===== src/rtl/if_stage_pkg.sv =====
// if_stage_pkg: shared fetch-stage types and constants (FSM states, NOP word, reset PC, opcodes, opcode helper)
package if_stage_pkg;
  typedef enum logic [1:0] {BOOT, RUN, HALT} state_t;
  localparam logic [31:0] NOP_INSTR = 32'h0000_0000;
  localparam logic [31:0] DEFAULT_RESET_PC = 32'h0000_0000;
  localparam logic [5:0] OP_HALT = 6'h3F;
  function automatic logic [5:0] opcode(input logic [31:0] w);
    return w[31:26];
  endfunction
endpackage


===== src/rtl/if_stage_if_id_reg.sv =====
// if_id_reg: IF/ID register; clk/reset(active-low sync), load captures instr+next_addr as valid, bubble clears, else hold
module if_id_reg import if_stage_pkg::*; (
  input  logic        clk,
  input  logic        reset,
  input  logic        load,
  input  logic        bubble,
  input  logic [31:0] instr,
  input  logic [31:0] next_addr,
  output logic [31:0] instruction,
  output logic [31:0] next_address,
  output logic        valid
);
  always_ff @(posedge clk) begin
    if (!reset || bubble) begin
      instruction  <= NOP_INSTR;
      next_address <= 32'h0;
      valid        <= 1'b0;
    end else if (load) begin
      instruction  <= instr;
      next_address <= next_addr;
      valid        <= 1'b1;
    end
  end
endmodule


===== src/rtl/if_stage.sv =====
// if_stage: PC, next-PC mux and BOOT/RUN/HALT FSM feeding IF/ID; in: clk, reset(active-low sync), instr_mem_data, stall, branch/jump + targets; out: instr_mem_addr, IF/ID word/next/fields/valid, halted
module if_stage import if_stage_pkg::*; #(
  parameter logic [31:0] RESET_PC    = DEFAULT_RESET_PC,
  parameter logic [5:0]  HALT_OPCODE = OP_HALT
) (
  input  logic        clk,
  input  logic        reset,
  output logic [31:0] instr_mem_addr,
  input  logic [31:0] instr_mem_data,
  input  logic        stall,
  input  logic        branch_taken,
  input  logic [31:0] branch_target,
  input  logic        jump,
  input  logic [31:0] jump_target,
  output logic [31:0] supposed_next_address_if_id,
  output logic [31:0] instruction_if_id,
  output logic [4:0]  next_instruction_20_16_if_id,
  output logic [4:0]  next_instruction_15_11_if_id,
  output logic        valid_if_id,
  output logic        halted
);
  state_t state, state_n;
  logic [31:0] pc, pc_n, target, pc_plus4;
  logic redirect, is_halt, load, bubble;
  always_comb begin
    redirect = branch_taken || jump;
    target   = branch_taken ? branch_target : jump_target;
    pc_plus4 = pc + 32'd4;
    is_halt  = opcode(instr_mem_data) == HALT_OPCODE;
    pc_n     = (state != BOOT && redirect) ? target :
               (state == RUN && !stall && !is_halt) ? pc_plus4 : pc;
    state_n  = state == BOOT ? RUN :
               state == RUN  ? ((!redirect && !stall && is_halt) ? HALT : RUN) :
               (redirect ? RUN : HALT);
    bubble   = state != RUN || redirect || (!stall && is_halt);
    load     = state == RUN && !redirect && !stall && !is_halt;
  end
  always_ff @(posedge clk) begin
    if (!reset) begin
      state <= BOOT;
      pc    <= RESET_PC;
    end else begin
      state <= state_n;
      pc    <= pc_n;
    end
  end
  assign instr_mem_addr               = pc;
  assign halted                       = state == HALT;
  assign next_instruction_20_16_if_id = instruction_if_id[20:16];
  assign next_instruction_15_11_if_id = instruction_if_id[15:11];
  if_id_reg u_if_id (
    .clk          (clk),
    .reset        (reset),
    .load         (load),
    .bubble       (bubble),
    .instr        (instr_mem_data),
    .next_addr    (pc_plus4),
    .instruction  (instruction_if_id),
    .next_address (supposed_next_address_if_id),
    .valid        (valid_if_id)
  );
endmodule

===== config.mk =====
export PLATFORM = sky130hd
export DESIGN_NAME = if_stage
export DESIGN_NICKNAME = d
export VERILOG_FILES = /design/src/rtl/if_stage_pkg.sv /design/src/rtl/if_stage_if_id_reg.sv /design/src/rtl/if_stage.sv
export SDC_FILE = /design/constraint.sdc
export NUM_CORES = 1
export LEC_CHECK = 0
export ABC_CLOCK_PERIOD_IN_PS = 3600
export CAP_MARGIN = 40
export CORE_ASPECT_RATIO = 0.7
export CORE_UTILIZATION = 25
export CTS_CLUSTER_DIAMETER = 50
export DETAILED_ROUTE_END_ITERATION = 8
export GPL_TIMING_DRIVEN = 0
export PLACE_DENSITY = 0.53
export SKIP_CTS_REPAIR_TIMING = 1
export SLEW_MARGIN = 20
export SYNTH_ARGS = -nofsm -noshare
export SYNTH_HDL_FRONTEND = slang
export SYNTH_SLANG_ARGS = --single-unit

===== constraint.sdc =====
create_clock -name clk -period 3.6 [get_ports clk]
set_clock_uncertainty 0.05 [all_clocks]
set_input_delay 0.54 -clock clk [delete_from_list [all_inputs] [get_ports clk]]
set_output_delay 0.54 -clock clk [all_outputs]
set_load 0.005 [all_outputs]

==> results of run 1 <==
==> layout make-up <==
| cell class | count | share of cell area, % |
|---|---|---|
| repair buffers | 207 | 27.2 |
| clock buffers | 11 | 3.05 |
| flip-flops and latches | 99 | 26.0 |
| plain buffers | 56 | 4.07 |
| multi-input cells | 397 | 34.2 |
| well taps | 264 | 4.33 |
| inverters | 6 | 0.295 |
| clock inverters | 3 | 0.853 |
==> where the power goes <==
group	leakage, nW	internal (W)	total, W	switching (W)
Sequential	0.807	0.00113	0.00118	0.0000499
Combinational	1.64	0.000256	0.000437	0.000181
Clock	0.145	0.000601	0.00102	0.000422
Total	2.59	0.00199	0.00264	0.000653
==> state kept, by name, summed over array words and instances (netlist names) <==
signal and cells:
instr_mem_addr 32, u_if_id.instruction 32, u_if_id.next_address 32, state 2, u_if_id.valid 1
==> worst max-delay path, cell delays in order <==
cell and delay [ns]:
clkdlybuf4s50_1 0.55, nand2_1 0.09, or2_2 0.32, o211ai_1 0.46, clkbuf_1 0.58, a211oi_1 0.09
==> cell usage in the layout (no fill, tap or decap), types with 3 or more instances in the layout <==
cell type        Yosys  final
clkdlybuf4s50_1      0    207
xor2_1               9      9
nand4_1              6      6
and3_1               6      6
nand2_1             32     32
and2_1               3      3
nor4_2               9      9
clkbuf_1            18     20
buf_2               14     14
clkbuf_2             3      3
nor3_1              12     12
nor2b_1              3      3
nand3_1              9      9
a211oi_1            10     10
o22ai_1             32     32
xnor2_1             41     41
dfxtp_1             99     99
nor3_2               6      6
mux2i_1              6      6
buf_4               17     17
nor2_1              52     52
mux2_2              24     24
clkbuf_16            0      9
and4_1               5      5
a21oi_1             54     54
o221ai_1             3      3
inv_1                6      6
o21ai_0             47     47
==> stage by stage <==
| stage | hold WS (ns) | setup slack (ns) | power (W) |
|---|---|---|---|
| floorplan | 0.403 | 1.78 | 0.00139 |
| global placement | 0.395 | 0.715 | 0.00165 |
| detailed placement | 0.400 | 0.724 | 0.00165 |
| CTS | 0.410 | 1.07 | 0.00268 |
| global route | 0.426 | 0.943 | 0.00276 |
| finish | 0.406 | 1.11 | 0.00264 |
==> how the worst max path moves through the flow <==
| stage | from | slack, ns | to |
|---|---|---|---|
| after floorplan | branch_taken | 1.78 | instr_mem_addr[23] |
| after global placement | jump | 0.71 | instr_mem_addr[24] |
| after detailed placement | jump | 0.72 | instr_mem_addr[24] |
| after CTS | jump | 1.07 | instr_mem_addr[24] |
| after global routing | instr_mem_data[31] | 0.94 | u_if_id.instruction[4] |
| final | instr_mem_data[26] | 1.11 | u_if_id.next_address[13] |
==> cell families (layout without fill, tap and decap cells) <==
logic type      after synthesis  after routing  share of synthesized area (%)
flops                        99             99                           40.2
fa+ha+maj                     1              1                          0.254
xor+xnor                     50             50                           8.89
mux                          30             30                           6.71
compound gates              160            160                           18.9
simple gates                156            156                           18.3
buf+inv                      62            283                           6.76
==> routing by layer <==
| metal | GRT usage, % | part of all wire, % | vias up |
|---|---|---|---|
| met5 | 0 | 0 | - |
| met4 | 4.34 | 1.2 | 0 |
| met3 | 6.21 | 9.1 | 16 |
| met2 | 25.4 | 40 | 162 |
| met1 | 25.7 | 50 | 2219 |
| li1 | - | - | 2420 |
==> flow_summary.json, run 1 <==
{
  "place_area_um2": 7330,
  "fmax_mhz": 401,
  "diodes": 0,
  "die-area_um2": 20300,
  "synthArstFlopShare_pct": 0,
  "min_period_ns": 2.49,
  "fillers": 1964,
  "grt_max_degree": 15,
  "cts_tree": "yes",
  "core_um2": 19100,
  "synth_top_cell_area_share_pct": 40.2,
  "clkTransAtPathRegs_ns": 0.06,
  "clk_path_buf_depth": 2,
  "yosysSeqAreaShare_pct": 40.2,
  "ys_types": 51,
  "hpwl_um": 14000,
  "grt_pass1_vias": 4656,
  "critical_path_class": "input port to flop",
  "grt_overflow_total": 0,
  "utilization_pct": 40.0,
  "min_to": "u_if_id.instruction[5]",
  "gp_congestion": 0.786,
  "maxSlewViolCount": 0,
  "fin_crit_sh_pct": 69.3,
  "hold_viol_final": 0,
  "min_path_type": "flop to flop",
  "antenna_found_initial": 0,
  "via_count": 4817,
  "final_cell_count_no_fill": 1043,
  "die_h_um": 119,
  "tightest_slew_ns": 0.675,
  "wl_per_cell_um": 17.4,
  "seqCellArea_um2": 1980,
  "yosys_warnings": 0,
  "via_per_inst": 4.62,
  "port_buffers": 207,
  "final_nets": 878,
  "run_status": "finished clean",
  "area_delta_synth_final_pct": 54.8,
  "setup_violations": 0,
  "synthesis.nets": 660,
  "start_util_pct": 25.8,
  "maxCapViolCount": 0,
  "synth_flop_cell": "dfxtp_1",
  "route.detailed.drc": 0,
  "tns_ns": 0,
  "synth-edff-count": 0,
  "cts_made_buffers": 9,
  "grtUsageTotal_pct": 18.0,
  "synth.largest_area_cell": "dfxtp_1",
  "rsz0062_at_grt": "false",
  "design_area_um2": 7620,
  "arrival_ns": 2.64,
  "power_density_nw_per_um2": 347,
  "reg2reg_to": "instr_mem_addr[24]",
  "clockRootBuffer": "clkbuf_16",
  "worst_ir_drop_vdd_mv": 0.209,
  "slew_headroom_pct": 55.0,
  "synth_area_per_cell_um2": 8.83,
  "syn_inst": 558,
  "min_from": "u_if_id.instruction[5]",
  "ys_top_cells_by_count": "99 x dfxtp_1, 54 x a21oi_1, 52 x nor2_1",
  "start_kind": "input port",
  "drtPass1Iterations": 4,
  "r2r_start": "state[1]",
  "clkSinkCount": 99,
  "rows": 42,
  "end_kind": "flop",
  "synth_area_um2": 4920,
  "die_w_um": 170,
  "dpl.cell_count": 1029,
  "cp.required_ns": 3.75,
  "whs_path_depth": 2,
  "reg2reg_depth": 4,
  "ant_nets": 0,
  "routed_wl_um": 18100,
  "yosysMostFrequentCell": "dfxtp_1",
  "clk_latency_ns": 0.35,
  "drt_iter0_markers": 283,
  "crit_fanout": 10,
  "synthTopCellsByArea": "dfxtp_1 40%, xnor2_1 7.3%, a21oi_1 5.5%, mux2_2 5.5%, o21ai_0 4.8%",
  "p_leak_nw": 2.59,
  "multiInputGateArea_um2": 2610,
  "r2r_slack_ns": 1.45,
  "pin_count": 209,
  "ys_ff_latch": 99,
  "cts_max_level": 3,
  "drive_gt1_share_pct": 12.8,
  "grt_pass1_wl_um": 27200
}
Power figures use the tool's default switching activity.
==> inputs of run 2 (changes only) <==
--- a/config.mk
+++ b/config.mk
@@ -5,7 +5,7 @@
 export SDC_FILE = /design/constraint.sdc
 export NUM_CORES = 1
 export LEC_CHECK = 0
-export ABC_CLOCK_PERIOD_IN_PS = 3600
+export ABC_CLOCK_PERIOD_IN_PS = 2600
 export CAP_MARGIN = 40
 export CORE_ASPECT_RATIO = 0.7
 export CORE_UTILIZATION = 25
==> constraint.sdc (replaced) <==
create_clock -name clk -period 2.6 [get_ports clk]
set_clock_uncertainty 0.05 [all_clocks]
set_input_delay 0.39 -clock clk [delete_from_list [all_inputs] [get_ports clk]]
set_output_delay 0.39 -clock clk [all_outputs]
set_load 0.005 [all_outputs]
==> results of run 2 <==
Same layout as run 1 (identical final DEF). Status: finished clean.
Among the figures that moved: setup slack after placement 0.724 ns -> -0.126 ns; setup slack after layout 1.11 ns -> 0.256 ns; register-to-register setup slack 1.45 ns -> 0.45 ns; total power 0.00264 W -> 0.00366 W; worst IR drop on VDD 0.209 mV -> 0.290 mV
